<file path="config.mk">
export PLATFORM = sky130hd
export DESIGN_NAME = snake_move_sched
export DESIGN_NICKNAME = d
export VERILOG_FILES = /design/src/rtl/snake_move_sched.sv
export SDC_FILE = /design/constraint.sdc
export NUM_CORES = 1
export LEC_CHECK = 0
export CORE_ASPECT_RATIO = 1.25
export CORE_MARGIN = 2
export CORE_UTILIZATION = 60
export CTS_CLUSTER_DIAMETER = 80
export DETAILED_ROUTE_END_ITERATION = 10
export HOLD_SLACK_MARGIN = 0.02
export PLACE_DENSITY = 0.81
export SLEW_MARGIN = 15
export SYNTH_ARGS = -nofsm -noshare
export SYNTH_HDL_FRONTEND = slang
export SYNTH_SLANG_ARGS = --single-unit
</file>
<file path="constraint.sdc">
create_clock -name ClkPort -period 3.4 [get_ports ClkPort]
set_input_delay 0.85 -clock ClkPort [delete_from_list [all_inputs] [get_ports ClkPort]]
set_output_delay 0.85 -clock ClkPort [all_outputs]
set_load 0.01 [all_outputs]
</file>
<file path="src/rtl/snake_move_sched.sv">
// Move scheduler for the snake game: queues button directions and issues one move per tick.
// Optional macro REVERSE_BLOCK_EN drops directions that would reverse the snake onto itself.
module snake_move_sched #(
  parameter int unsigned TICK_DIV = 34000000
) (
  input  logic       ClkPort,
  input  logic       Reset,
  input  logic       BtnU_p,
  input  logic       BtnD_p,
  input  logic       BtnL_p,
  input  logic       BtnR_p,
  input  logic       Start,
  input  logic       Move_ack,
  input  logic       Collision,
  output logic       Move_req,
  output logic [1:0] Move_dir,
  output logic       q_INI,
  output logic       q_RUN,
  output logic       q_WAIT,
  output logic       q_LOSE,
  output logic       Overrun
);

  localparam logic [3:0] INI  = 4'b0001;
  localparam logic [3:0] RUN  = 4'b0010;
  localparam logic [3:0] WAIT = 4'b0100;
  localparam logic [3:0] LOSE = 4'b1000;

  localparam int unsigned CW = 26;
  localparam logic [CW-1:0] CNT_LAST = CW'(TICK_DIV - 1);

  logic [3:0]    state_q, state_d;
  logic [CW-1:0] cnt_q, cnt_d;
  logic [1:0]    fifo0_q, fifo0_d;
  logic [1:0]    fifo1_q, fifo1_d;
  logic [1:0]    fill_q, fill_d;
  logic          armed_q, armed_d;
  logic          overrun_q, overrun_d;
  logic          move_req_q, move_req_d;
  logic [1:0]    dir_q, dir_d;

  logic       active, tc, fire, pop, push, take;
  logic       btn_any, dup, rev;
  logic [1:0] btn_dir, cmp_dir;

  assign active  = (state_q == RUN) || (state_q == WAIT);
  assign tc      = active && (cnt_q == CNT_LAST);
  assign fire    = (state_q == RUN) && tc && armed_q;
  assign pop     = fire && (fill_q != 2'd0);
  assign btn_any = BtnU_p | BtnD_p | BtnL_p | BtnR_p;

  always_comb begin
    btn_dir = 2'b11;
    if (BtnU_p)      btn_dir = 2'b00;
    else if (BtnD_p) btn_dir = 2'b01;
    else if (BtnL_p) btn_dir = 2'b10;
  end

  // Compare against the newest queued direction, or the heading if nothing is queued.
  always_comb begin
    cmp_dir = dir_q;
    if (fill_q == 2'd1)      cmp_dir = fifo0_q;
    else if (fill_q == 2'd2) cmp_dir = fifo1_q;
  end

  assign dup = (btn_dir == cmp_dir);
`ifdef REVERSE_BLOCK_EN
  assign rev = (btn_dir == {cmp_dir[1], ~cmp_dir[0]});
`else
  assign rev = 1'b0;
`endif

  // A pulse matching the heading is not queued but still counts as arming the game.
  assign take = active && btn_any && !rev;
  assign push = take && !dup && ((fill_q != 2'd2) || pop);

  always_comb begin
    fifo0_d = fifo0_q;
    fifo1_d = fifo1_q;
    fill_d  = fill_q;
    if (pop && push) begin
      if (fill_q == 2'd1) begin
        fifo0_d = btn_dir;
      end else begin
        fifo0_d = fifo1_q;
        fifo1_d = btn_dir;
      end
    end else if (pop) begin
      fifo0_d = fifo1_q;
      fill_d  = fill_q - 2'd1;
    end else if (push) begin
      if (fill_q == 2'd0) fifo0_d = btn_dir;
      else                fifo1_d = btn_dir;
      fill_d = fill_q + 2'd1;
    end
    if (!active) fill_d = 2'd0;
  end

  always_comb begin
    state_d = state_q;
    unique case (state_q)
      INI:  state_d = RUN;
      RUN:  if (fire) state_d = WAIT;
      // The ack cannot belong to a request that is only now being presented.
      WAIT: if (Move_ack && !move_req_q) state_d = Collision ? LOSE : RUN;
      LOSE: if (Start) state_d = INI;
      default: state_d = INI;
    endcase
  end

  always_comb begin
    cnt_d      = '0;
    armed_d    = armed_q;
    overrun_d  = overrun_q;
    dir_d      = pop ? fifo0_q : dir_q;
    move_req_d = fire;
    if (active && !tc) cnt_d = cnt_q + 1'b1;
    if (state_q == INI) begin
      armed_d   = 1'b0;
      overrun_d = 1'b0;
    end else begin
      if (take) armed_d = 1'b1;
      if ((state_q == WAIT) && tc) overrun_d = 1'b1;
    end
  end

  always_ff @(posedge ClkPort or posedge Reset) begin
    if (Reset) begin
      state_q    <= INI;
      cnt_q      <= '0;
      fifo0_q    <= 2'b00;
      fifo1_q    <= 2'b00;
      fill_q     <= 2'd0;
      armed_q    <= 1'b0;
      overrun_q  <= 1'b0;
      move_req_q <= 1'b0;
      dir_q      <= 2'b11;
    end else begin
      state_q    <= state_d;
      cnt_q      <= cnt_d;
      fifo0_q    <= fifo0_d;
      fifo1_q    <= fifo1_d;
      fill_q     <= fill_d;
      armed_q    <= armed_d;
      overrun_q  <= overrun_d;
      move_req_q <= move_req_d;
      dir_q      <= dir_d;
    end
  end

  assign Move_req = move_req_q;
  assign Move_dir = dir_q;
  assign Overrun  = overrun_q;
  assign q_INI    = state_q[0];
  assign q_RUN    = state_q[1];
  assign q_WAIT   = state_q[2];
  assign q_LOSE   = state_q[3];

endmodule

</file>
* After elaboration in Yosys (flattened, before gate mapping)
Index checks and enable logic that the tools add are counted.
Storage, ports and cells: register bits after elaboration 41, input port bits 9, output and inout bits 8, word-level logic and storage cells 88
Cells by class: add/sub/neg operators 3, equality and inequality tests 17, muxes and demuxes 29, bitwise operators 3, reductions and logical operators 27
Operators by type and width (count):
- 2-bit two-way mux | 18
- 26-bit by 1-bit adder with 26-bit output, second input constant | 1
- 26-bit equality test, second input constant | 1
- 26-bit two-way mux | 1
- 4-bit two-way mux | 4
- 4-bit case mux with 4 select lines | 1
- 2-bit != test, second input constant | 6
- 1-bit logical AND | 11
- 2-bit nonzero test | 4
- 3-bit nonzero test | 2
- 1-bit two-way mux | 5
- 4-bit by 1-bit equality test with 1-bit output, second input constant | 1
- 4-bit by 2-bit equality test with 1-bit output, second input constant | 1
- 4-bit by 3-bit equality test with 1-bit output, second input constant | 1
- 4-bit equality test, second input constant | 1
- 2-bit by 1-bit != test with 1-bit output, second input constant | 2
- 2-bit AND reduction | 2
- 4-bit AND reduction | 1
- 1-bit logical NOT | 3
- 3-bit by 1-bit != test with 1-bit output, second input constant | 1
- 1-bit OR | 3
- 3-bit AND reduction | 1
- 2-bit by 1-bit adder with 2-bit output, second input constant | 1
- 2-bit by 1-bit equality test with 1-bit output, second input constant | 1
- 5 further kinds | 6

* Longest topological paths before layout
Gate-level depths: netlist of the first run.
depth in word-level cells 12, mapped depth 10, gate-level depth less buffers 8

* Worst setup path before layout of the first run
OpenSTA, ideal clock, no wires.
kind in2reg, start point in BtnL_p, end point reg fifo1_q[0], setup time 0.128 ns, data arrival time 2.160 ns, required time 3.272 ns, setup slack 1.112 ns, stages 7, path buffers 1, cells stage by stage nor2b_1 o221a_2 o211ai_1 and2_1 buf_6 nand4bb_1 mux2_1
On the way: longest elaborated chain between the ends 10, elaborated cells on any way between the ends 21, those cells by class eq/ne (4); mux (8); bitwise (2); reduce/logical (7)
RTL lines:
- start, declared | RTL line 10 | input logic BtnL_p,
- 1-bit two-way mux | RTL line 56 | else if (BtnL_p) btn_dir = 2'b10;
- 2-bit two-way mux | RTL line 55 | else if (BtnD_p) btn_dir = 2'b01;
- 2-bit two-way mux | RTL line 54 | if (BtnU_p) btn_dir = 2'b00;
- 2-bit equality test | RTL line 66 | assign dup = (btn_dir == cmp_dir);
- 1-bit logical NOT | RTL line 75 | assign push = take && !dup && ((fill_q != 2'd2) || pop);
- 1-bit logical AND (2 in series) | RTL line 75
- 1-bit logical AND | RTL line 81 | if (pop && push) begin
- 2-bit != test (no source line), or another cell as far along
- 4-bit AND reduction (no source line)
- end signal, assigned | RTL line 142 | fifo1_q <= fifo1_d;
- end, declared | RTL line 35 | logic [1:0] fifo1_q, fifo1_d;
Several ways; a longest one is shown, not always the timed one. The select of a mux whose other input is x is not followed. A chain may end at the register's enable or synchronous reset.

* Final worst setup path of the first run
start point in BtnU_p, end point reg fill_q[0]
On the way: longest elaborated chain between the ends 9, elaborated cells on any way between the ends 13, those cells by class eq/ne (3); mux (1); bitwise (3); reduce/logical (6)
RTL lines:
- start, declared | RTL line 8 | input logic BtnU_p,
- 1-bit OR (3 in series) | RTL line 50 | assign btn_any = BtnU_p | BtnD_p | BtnL_p | BtnR_p;
- 1-bit logical AND | RTL line 74 | assign take = active && btn_any && !rev;
- 1-bit logical AND * (2 in series) | RTL line 75
- 1-bit logical AND | RTL line 81
- 2-bit != test (no source line)
- 2-bit AND reduction (no source line) *
- end signal, assigned | RTL line 143 | fill_q <= fill_d;
- end, declared | RTL line 36 | logic [1:0] fill_q, fill_d;
Every way passes the cells marked *; elsewhere a longest branch is shown, timed or not.

==> run metrics, run 1 <==
sequential fraction of the synthesis area 43.7%; port bufs 16; max layer used met4; crit path DAT 2.87 ns; Die X 60.1 um; Power Density 471 nW/um2; layout cell share with drive strength beyond 1 between 10% and 20%; DRC viols 0; top-area cell type share of the netlist area 40.3%; dpl hpwl between 3 and 4 mm; initial core utilization 62.3%; grt ovf 0; status completed; antenna violations before repair 0; synthesized instance count 244; routed wl met2 2.29 mm; Iter 0 DRT Violations 177; Reg area 1030 um2; commonest non-fill, non-tap cells in the layout nor2_1, dfrtp_1, nand2_1; crit-path max cell delay 0.51 ns; Area Growth Syn to Fin 11.3%; DR vias/cell ~5.6; hold_buf cts 0; vias 1767; worst-skew pair later-pin latency 0.29 ns; Worst-path clk slew roughly 0.080 ns; cell mode on critical path o211ai_1; vias in the first global route 1738; worst endpoint required time 3.62 ns; Top FF cell, synth dfrtp_1; Num CTS Buffers 5; DIE HEIGHT 74.1 um; die area about 4500 um2; I/O Pins 17; DR pass1 iterations 4; maximum clock path buffer count 2; Fin. Hold Viols 0; RSZ-0062 raised after global routing false; Routed WL per cell 14.4 um; fmax 377 MHz; Setup TNS Final 0 ns; relative slew slack 59.4%; worst slew pin tran 0.604 ns; Setup violations, final 0; Critical Path End Type register; Core Area 3780 um2; maximum vdd drop between 0.2 and 0.25 mV; Placement Cell Area 2540 um2; Layout Skew 0.0114 ns; Seq cells post-synth between 40 and 50; Max Cap Viol 0; Tightest Hold Check Type reg -> reg; Crit Path Max Fanout 6; Mapped Area 2360 um2; CTS tree yes; Slowest-stage cell, CP nor4bb_1; Min Hold Slack roughly 0.46 ns; multi-input logic area approximately 1200 um2; syn avg cell area 9.67 um2; Pins Over Slew Limit 0; GRT Total Usage 23.5%; CP Launch Type input port; Final Instance Area 2630 um2; leading area contributor after synthesis dfrtp_1; # fillers 310; final WL 4.54 mm; Setup Fix Bufs, Post-CTS 0; H-tree Lvls 2; crit path cell chain clkdlybuf4s50_1 -> nor2_1 -> o211ai_1 -> o211ai_1 -> nor4bb_1 -> o21bai_1 -> mux2i_1; leading cell type in the layout, fill and taps excluded nor2_1; CTS Root Cell clkbuf_8; Yosys warnings 0; # clock sinks 41; Final period util between 70% and 80%; n_diodes 0; Met1 Wirelength 2.05 mm; Unique masters post-synth 54; final core occ between 60% and 70%; ranking of synthesized cells by area dfrtp_1, nor2_1, xor2_1; Setup CP Type in -> reg; placed cells between 300 and 400; final net count 273; minimum clock period 2.65 ns; routed wire length on met3 107 um; first-pass GRT wire length approximately 7.7 mm; GP Congestion roughly 0.91; pin count of the biggest net entering global routing 42; post-cts resize count 0; P_leak around 1.1 nW; Post-synth EDFFs 0; asr flop ratio synth 100%; syn_nets 257; Placement Rows 25; antenna-violating nets left 0; post-route insts no fill 315
[synthesized netlist by cell type, types with 3 or more instances]
cell type,instances
buf_2,3
dfrtp_1,38
ha_1,4
nand2_1,20
nor3b_1,3
nor2b_1,3
nor2_1,45
inv_1,10
and3_1,7
mux2i_1,3
xor2_1,15
dfstp_2,3
nand3_1,14
o21ai_0,7
nor3_1,4
nand4_1,6
nor4_2,3
xnor2_1,10
[where the power goes]
group / leakage (nW) / switching, mW / total, mW / internal [mW]
Clock: 0.0422 / 0.157 / 0.302 / 0.144
Combinational: 0.580 / 0.197 / 0.369 / 0.172
Sequential: 0.516 / 0.0396 / 0.565 / 0.525
[stage by stage]
| stage | power (mW) | setup WS, ns |
|---|---|---|
| after floorplan | 0.872 | 1.11 |
| after global placement | 0.924 | 0.573 |
| after detailed placement | 0.934 | 0.522 |
| after CTS | 1.24 | 0.801 |
| after global routing | 1.31 | 0.583 |
| final | 1.24 | 0.751 |
[cells by family after synthesis]
kind of cell,after synthesis,share of synthesized area (%)
simple gates,123,29.2
flops,41,43.7
compound gates,26,8.97
xor+xnor,25,9.28
buf+inv,19,4.03
mux,6,2.71
fa+ha+maj,4,2.12
[path summary, 6_finish.rpt]
check                           slack (ns)          end  cells past startpoint         from
worst min-delay path                  0.46  Move_dir[0]                      2  Move_dir[0]
worst min register to register        0.46  Move_dir[0]                      2  Move_dir[0]
worst max-delay path                  0.75    fill_q[0]                      7       BtnU_p
min in group asynchronous             0.99    cnt_q[21]                      3        Reset
worst max register to register        0.93    fill_q[0]                      8    fill_q[0]
max in group asynchronous             2.03  Move_dir[1]                      3        Reset
[critical path, delay by kind of cell]
| kind | cells | cell delay (ns) |
|---|---|---|
| compound gates | 3 | 0.50 |
| buf+inv | 1 | 0.48 |
| simple gates | 2 | 0.84 |
| mux | 1 | 0.20 |
[area by class of cell]
type | count | share of cell area [%]
Multi-Input combinational cell | 184 | 47.0
Sequential cell | 41 | 39.2
Timing Repair Buffer | 18 | 6.67
Clock buffer | 7 | 2.91
Tap cell | 54 | 2.57
Inverter | 10 | 1.43
Clock inverter | 1 | 0.191
[per-layer routing]
| layer | up-vias | global-route usage, % |
|---|---|---|
| li1 | 886 | - |
| met1 | 842 | 29.1 |
| met2 | 31 | 38.3 |
| met3 | 8 | 4.70 |
| met4 | 0 | 12.8 |
| met5 | - | 0 |
[flip-flops by register name, indices dropped and copies added, names as in the netlist]
| name | cells |
|---|---|
| Move_dir | 2 |
| Move_req | 1 |
| Overrun | 1 |
| armed_q | 1 |
| cnt_q | 26 |
| fifo0_q | 2 |
| fifo1_q | 2 |
| fill_q | 2 |
| state_q | 4 |
No activity file was read; power rests on OpenSTA's default activity.
==> inputs of run 2 (changes only) <==
--- a/config.mk
+++ b/config.mk
@@ -7,11 +7,11 @@
 export LEC_CHECK = 0
 export CORE_ASPECT_RATIO = 1.25
 export CORE_MARGIN = 2
-export CORE_UTILIZATION = 60
+export CORE_UTILIZATION = 53
 export CTS_CLUSTER_DIAMETER = 80
 export DETAILED_ROUTE_END_ITERATION = 10
 export HOLD_SLACK_MARGIN = 0.02
-export PLACE_DENSITY = 0.81
+export PLACE_DENSITY = 0.76
 export SLEW_MARGIN = 15
 export SYNTH_ARGS = -nofsm -noshare
 export SYNTH_HDL_FRONTEND = slang
==> constraint.sdc (replaced) <==
create_clock -name ClkPort -period 2.36 [get_ports ClkPort]
set_input_delay 0.59 -clock ClkPort [delete_from_list [all_inputs] [get_ports ClkPort]]
set_output_delay 0.59 -clock ClkPort [all_outputs]
set_load 0.01 [all_outputs]
==> run 2 against run 1 <==
  * Hold slack better by 0.0021 ns
  * Global-route usage down 3.1 points
  * Cell area up 7.4%
  * First-iteration DRC count down 2.3%
  * Final cell count up 7.0%
  * Combinational power up 86%
  * Flip-flop and latch count unchanged
  * Via count up 5.5%
  * Critical endpoint is now fifo1_q[0]
  * Largest cell class unchanged
  * Largest power group unchanged
==> run metrics, run 2 (synthesis results as in run 1) <==
status completed; DR vias/cell 5.53 (-1.4%); crit path DAT 2.43 ns (-0.44 ns); Die X 63.7 um (+6.0%); GP Congestion 0.834 (-8.5%); Setup TNS Final 0 ns (unchanged); Placement Cell Area 2670 um2 (+4.9%); max reg flops 26 (unchanged); pin count of the biggest net entering global routing 42 (unchanged); DIE HEIGHT 78.6 um (+6.1%); commonest non-fill, non-tap cells in the layout nor2_1, dfrtp_1, nand2_1, buf_4, clkdlybuf4s50_1; maximum clock path buffer count 2 (unchanged); Tightest Hold Check Type reg -> reg; Setup CP Type in -> reg; final core occ 64.7% (-4.6 points); die area 5000 um2 (+12%); Fin. Hold Viols 0 (unchanged); Power, Total 2.05 mW (+66%); # fillers 370 (+19%); worst slew pin tran 0.525 ns (-0.0790 ns); sw frac 30.0% (-1.9 points); maximum vdd drop 0.457 mV (+88%); switching component of the power 0.616 mW (+56%); worst endpoint required time 2.54 ns (-1.08 ns); initial core utilization 54.1% (-8.2 points); worst-skew pair later-pin latency 0.29 ns (about the same); final WL 4.85 mm (+6.7%); Top Family by Delay on Critical Path simple AND/OR/NAND/NOR gates; Routed WL per cell 14.4 um (-0.25%); Final Worst Setup Slack 0.110 ns (-0.641 ns); Iter 0 DRT Violations 173 (-2.3%); Final period util between 90% and 100%; clock group share of total power 27.1% (+2.7 points); Worst Path Buf+Inv 1 (unchanged); Slowest-stage cell, CP clkdlybuf4s50_1; Crit Path Max Fanout 6 (unchanged); DRC viols 0 (unchanged); Placement Rows 27 (+8.0%); first-pass GRT wire length 8.07 mm (+4.5%); Critical Path End Type register; port bufs 16 (unchanged); I/O Pins 17 (unchanged); # clock sinks 41 (unchanged); crit path cell chain clkdlybuf4s50_1 -> nor2b_1 -> o221a_2 -> o211ai_1 -> and2_4 -> nand4bb_1 -> mux2_1; relative slew slack 65.0% (+5.6 points); Final Instance Area 2820 um2 (+7.4%); final net count 291 (+6.6%); layout cell share with drive strength beyond 1 19.0% (+8.3 points); DR pass1 iterations 4 (unchanged); Num CTS Buffers 5 (unchanged); vias in the first global route 1837 (+5.7%); Post-Place Worst Slack -0.259 ns (-0.781 ns); CTS Root Cell clkbuf_8; CP Launch Type input port; GRT Total Usage 20.5% (-3.1 points); antenna violations before repair 0 (unchanged); Reg power frac 39.5% (-6.2 points); H-tree Lvls 2 (unchanged); vias 1864 (+5.5%); Core Area 4360 um2 (+15%); Layout Skew 0.0107 ns (-0.000662 ns); Internal 1.44 mW (+71%); Setup violations, final 0 (unchanged); Pins Over Slew Limit 0 (unchanged); largest registers cnt_q x26, state_q x4; CTS tree yes; Gate power share 33.5% (+3.6 points); Area Growth Syn to Fin 19.6%; fmax between 400 and 500 MHz; grt ovf 0 (unchanged); dpl hpwl 3.37 mm (+6.9%); Worst-path clk slew 0.08 ns (about the same); crit-path max cell delay 0.42 ns (-0.09 ns); minimum clock period around 2.3 ns; Power Density 728 nW/um2 (+55%); Top reg by flops cnt_q; leading cell type in the layout, fill and taps excluded nor2_1; P_leak 1.24 nW (+9.3%); Max Cap Viol 0 (unchanged); n_diodes 0 (unchanged); antenna-violating nets left 0 (unchanged)
==> run 2: worst min-delay path: stages (launching register included) <==
cell	delay (ns)
dfstp_2	0.38
nand2_1	0.05
nand2_1	0.04
==> run 2: what timing repair did <==
item	in CTS	in global routing
hold buffers	0	0
setup buffers	0	2
setup endpoints to repair	0	6
resized for setup	0	7
==> run 2: layout make-up <==
class | count | area [um2] | share of cell area, %
multi-input cells | 184 | 1260 | 44.8
inverters | 10 | 37.5 | 1.33
clock buffers | 6 | 72.6 | 2.57
clock inverters | 2 | 35.0 | 1.24
repair buffers | 36 | 310 | 11.0
well taps | 58 | 72.6 | 2.57
flip-flops and latches | 41 | 1030 | 36.5
==> run 2: path summary, 6_finish.rpt <==
| check | start | to | slack [ns] | depth (start not counted) |
|---|---|---|---|---|
| min in group asynchronous | Reset | Move_req | 0.72 | 3 |
| worst max register to register | fill_q[0] | fill_q[1] | 0.11 | 9 |
| worst min-delay path | Move_dir[1] | Move_dir[1] | 0.47 | 2 |
| max in group asynchronous | Reset | Move_dir[0] | 1.26 | 3 |
| worst max-delay path | BtnL_p | fifo1_q[0] | 0.11 | 7 |
| worst min register to register | Move_dir[1] | Move_dir[1] | 0.47 | 2 |
==> run 2: power groups by stage <==
stage                     registers (mW)  logic (mW)  clock network [mW]
after floorplan                    0.805       0.450                   0
after global placement             0.820       0.575                   0
after detailed placement           0.826       0.593                   0
after CTS                          0.812       0.599               0.572
after global routing               0.813       0.742               0.595
final                              0.810       0.687               0.555
==> run 2: per-layer routing <==
| metal | track usage, % | vias to the layer above | share of wire (%) |
|---|---|---|---|
| met4 | 8.70 | 0 | 0.97 |
| met2 | 34.5 | 31 | 52 |
| met1 | 25.5 | 905 | 45 |
| li1 | - | 924 | - |
| met5 | 0 | - | 0 |
| met3 | 4.01 | 4 | 2.9 |
==> run 2: stage by stage <==
step,hold slack (ns),cells
after global placement,0.454,327
final,0.466,337
after floorplan,0.466,244
after CTS,0.469,335
after global routing,0.499,337
after detailed placement,0.457,327
==> inputs of run 3 (changes only) <==
==> constraint.sdc (replaced) <==
create_clock -name ClkPort -period 2.36 [get_ports ClkPort]
set_input_delay 0.472 -clock ClkPort [delete_from_list [all_inputs] [get_ports ClkPort]]
set_output_delay 0.472 -clock ClkPort [all_outputs]
set_load 0.01 [all_outputs]
==> run 3 against run 2 <==
  * Sequential power barely moved
  * Non-clock buffer count is 2 lower
  * First-iteration DRC count down 31%
  * Critical path type is now reg -> reg
  * Largest cell class unchanged
  * Highest routed layer unchanged
==> run metrics, run 3 (synthesis results as in run 1) <==
maximum clock path buffer count 2 (unchanged); GR Util met3 4.01% (unchanged); vias 1804 (-3.2%); first-pass GRT wire length 8.10 mm (+0.33%); sw frac 29.8% (-0.19 points); leading cell type in the layout, fill and taps excluded nor2_1; H-tree Lvls 2 (unchanged); CTS tree yes; grt ovf 0 (unchanged); Placement Rows 27 (unchanged); GRT Total Usage 20.5% (about the same); Fin. Hold Viols 0 (unchanged); worst endpoint required time 2.52 ns (-0.02 ns); pin count of the biggest net entering global routing 42 (unchanged); Critical Path End Type register; # clock sinks 41 (unchanged); Crit Path Max Fanout 6 (unchanged); Top reg by flops cnt_q; DRC viols 0 (unchanged); routing usage on met2 34.5% (unchanged); port bufs 16 (unchanged); Power, Total 2.05 mW (about the same); layout cell share with drive strength beyond 1 18.8% (-0.22 points); DR vias/cell 5.39 (-2.6%); minimum clock period 2.25 ns (+0.000797 ns); antenna-violating nets left 0 (unchanged); Final Instance Area 2820 um2 (+0.13%); Core Area 4360 um2 (unchanged); Num CTS Buffers 5 (unchanged); CTS Root Cell clkbuf_8; Worst-path clk slew 0.09 ns (about the same); final core occ 64.8% (+0.086 points); largest registers cnt_q x26, state_q x4; Setup violations, final 0 (unchanged); Gate power share 33.7% (+0.2 points); # fillers 352 (-4.9%); Die X 63.7 um (unchanged); GP Congestion 0.846 (+1.4%); Internal 1.44 mW (+0.29%); max reg flops 26 (unchanged); Tightest Hold Check Type reg -> reg; Pins Over Slew Limit 0 (unchanged); P_leak 1.24 nW (-0.28%); Placement Cell Area 2660 um2 (-0.28%); n_diodes 0 (unchanged); layer with the highest usage met2; Max Cap Viol 0 (unchanged); worst-skew pair later-pin latency 0.29 ns (about the same); worst slew pin tran 0.557 ns (+0.0317 ns); Power Density 727 nW/um2 (-0.12%); Setup CP Type reg -> reg; switching component of the power 0.612 mW (-0.61%); CP Launch Type register; DIE HEIGHT 78.6 um (unchanged); crit path DAT 2.41 ns (-0.02 ns); grt met1 use 26.1% (+0.61 points); Area Growth Syn to Fin 19.7%; Setup TNS Final 0 ns (unchanged); clock group share of total power 26.9% (-0.2 points); fmax 444 MHz (about the same); Layout Skew 0.0113 ns (+0.000528 ns); DR pass1 iterations 4 (unchanged); Reg power frac 39.3% (-0.2 points); initial core utilization 54.1% (unchanged); Iter 0 DRT Violations 120 (-31%); Routed WL per cell 13.9 um (-3.1%); final net count 289 (-0.69%); Final period util 95.4% (about the same); I/O Pins 17 (unchanged); status completed; hold_buf cts 0 (unchanged); final WL 4.67 mm (-3.6%); dpl hpwl 3.31 mm (-1.9%); commonest non-fill, non-tap cells in the layout nor2_1, dfrtp_1, nand2_1; Min Hold Slack 0.464 ns (-0.00229 ns); vias in the first global route 1805 (-1.7%); relative slew slack 62.6% (-2.4 points); die area 5000 um2 (unchanged); antenna violations before repair 0 (unchanged); maximum vdd drop 0.379 mV (-17%)
run 3: changes by cell type in the layout (fill, tap and decap cells not counted), sizes merged:
cell	delta
buf	-2
run 3: power by group through the flow:
stage / sequential [mW] / clock, mW / combinational, mW
2_1_floorplan: 0.805 / 0 / 0.450
3_3_place_gp: 0.820 / 0 / 0.561
3_5_place_dp: 0.824 / 0 / 0.578
4_1_cts: 0.805 / 0.571 / 0.602
5_1_grt: 0.815 / 0.595 / 0.756
6_report: 0.807 / 0.553 / 0.693
run 3: metrics by stage:
step | setup WS (ns) | instances
6_report | 0.109 | 335
5_1_grt | -0.0149 | 335
4_1_cts | 0.0393 | 335
3_5_place_dp | -0.170 | 326
3_3_place_gp | -0.0695 | 326
2_1_floorplan | 0.166 | 244
run 3: path summary, 6_finish.rpt:
| kind | depth (start not counted) | startpoint | slack [ns] | to |
|---|---|---|---|---|
| worst max-delay path | 9 | fill_q[0] | 0.11 | fill_q[1] |
| worst min-delay path | 2 | Move_dir[0] | 0.46 | Move_dir[0] |
| worst max register to register | 9 | fill_q[0] | 0.11 | fill_q[1] |
| worst min register to register | 2 | Move_dir[0] | 0.46 | Move_dir[0] |
| max in group asynchronous | 3 | Reset | 1.39 | Move_dir[1] |
| min in group asynchronous | 3 | Reset | 0.60 | state_q[3] |
run 3: area by class of cell:
class	instances	area (um2)	area share, %
clock buffer	6	72.6	2.57
clock inverter	2	35.0	1.24
inverter	10	37.5	1.33
multi-input combinational	184	1280	45.4
sequential	41	1030	36.5
tap	58	72.6	2.57
timing repair buffer	34	295	10.5
run 3: repair_timing:
| action | in CTS | in global routing |
|---|---|---|
| hold endpoints to repair | 0 | 0 |
| setup buffers | 1 | 0 |
| pin swaps | 0 | 3 |
| setup endpoints to repair | 3 | 6 |
| gates resized for setup | 1 | 7 |
run 3: routing by layer:
metal  share of wire, %  wire (um)  vias up
li1                   -          -      913
met5                  0          0        -
met1                 46       2140      865
met2                 51       2390       20
met3                1.8         82        6
met4                1.3         59        0
run 3: critical path: stages (launching register included):
cell	delay, ns
dfrtp_1	0.39
buf_4	0.14
ha_2	0.20
nor2b_1	0.14
a2111oi_2	0.33
o211ai_1	0.20
and2_4	0.21
buf_4	0.15
o2111ai_2	0.21
o311ai_2	0.13
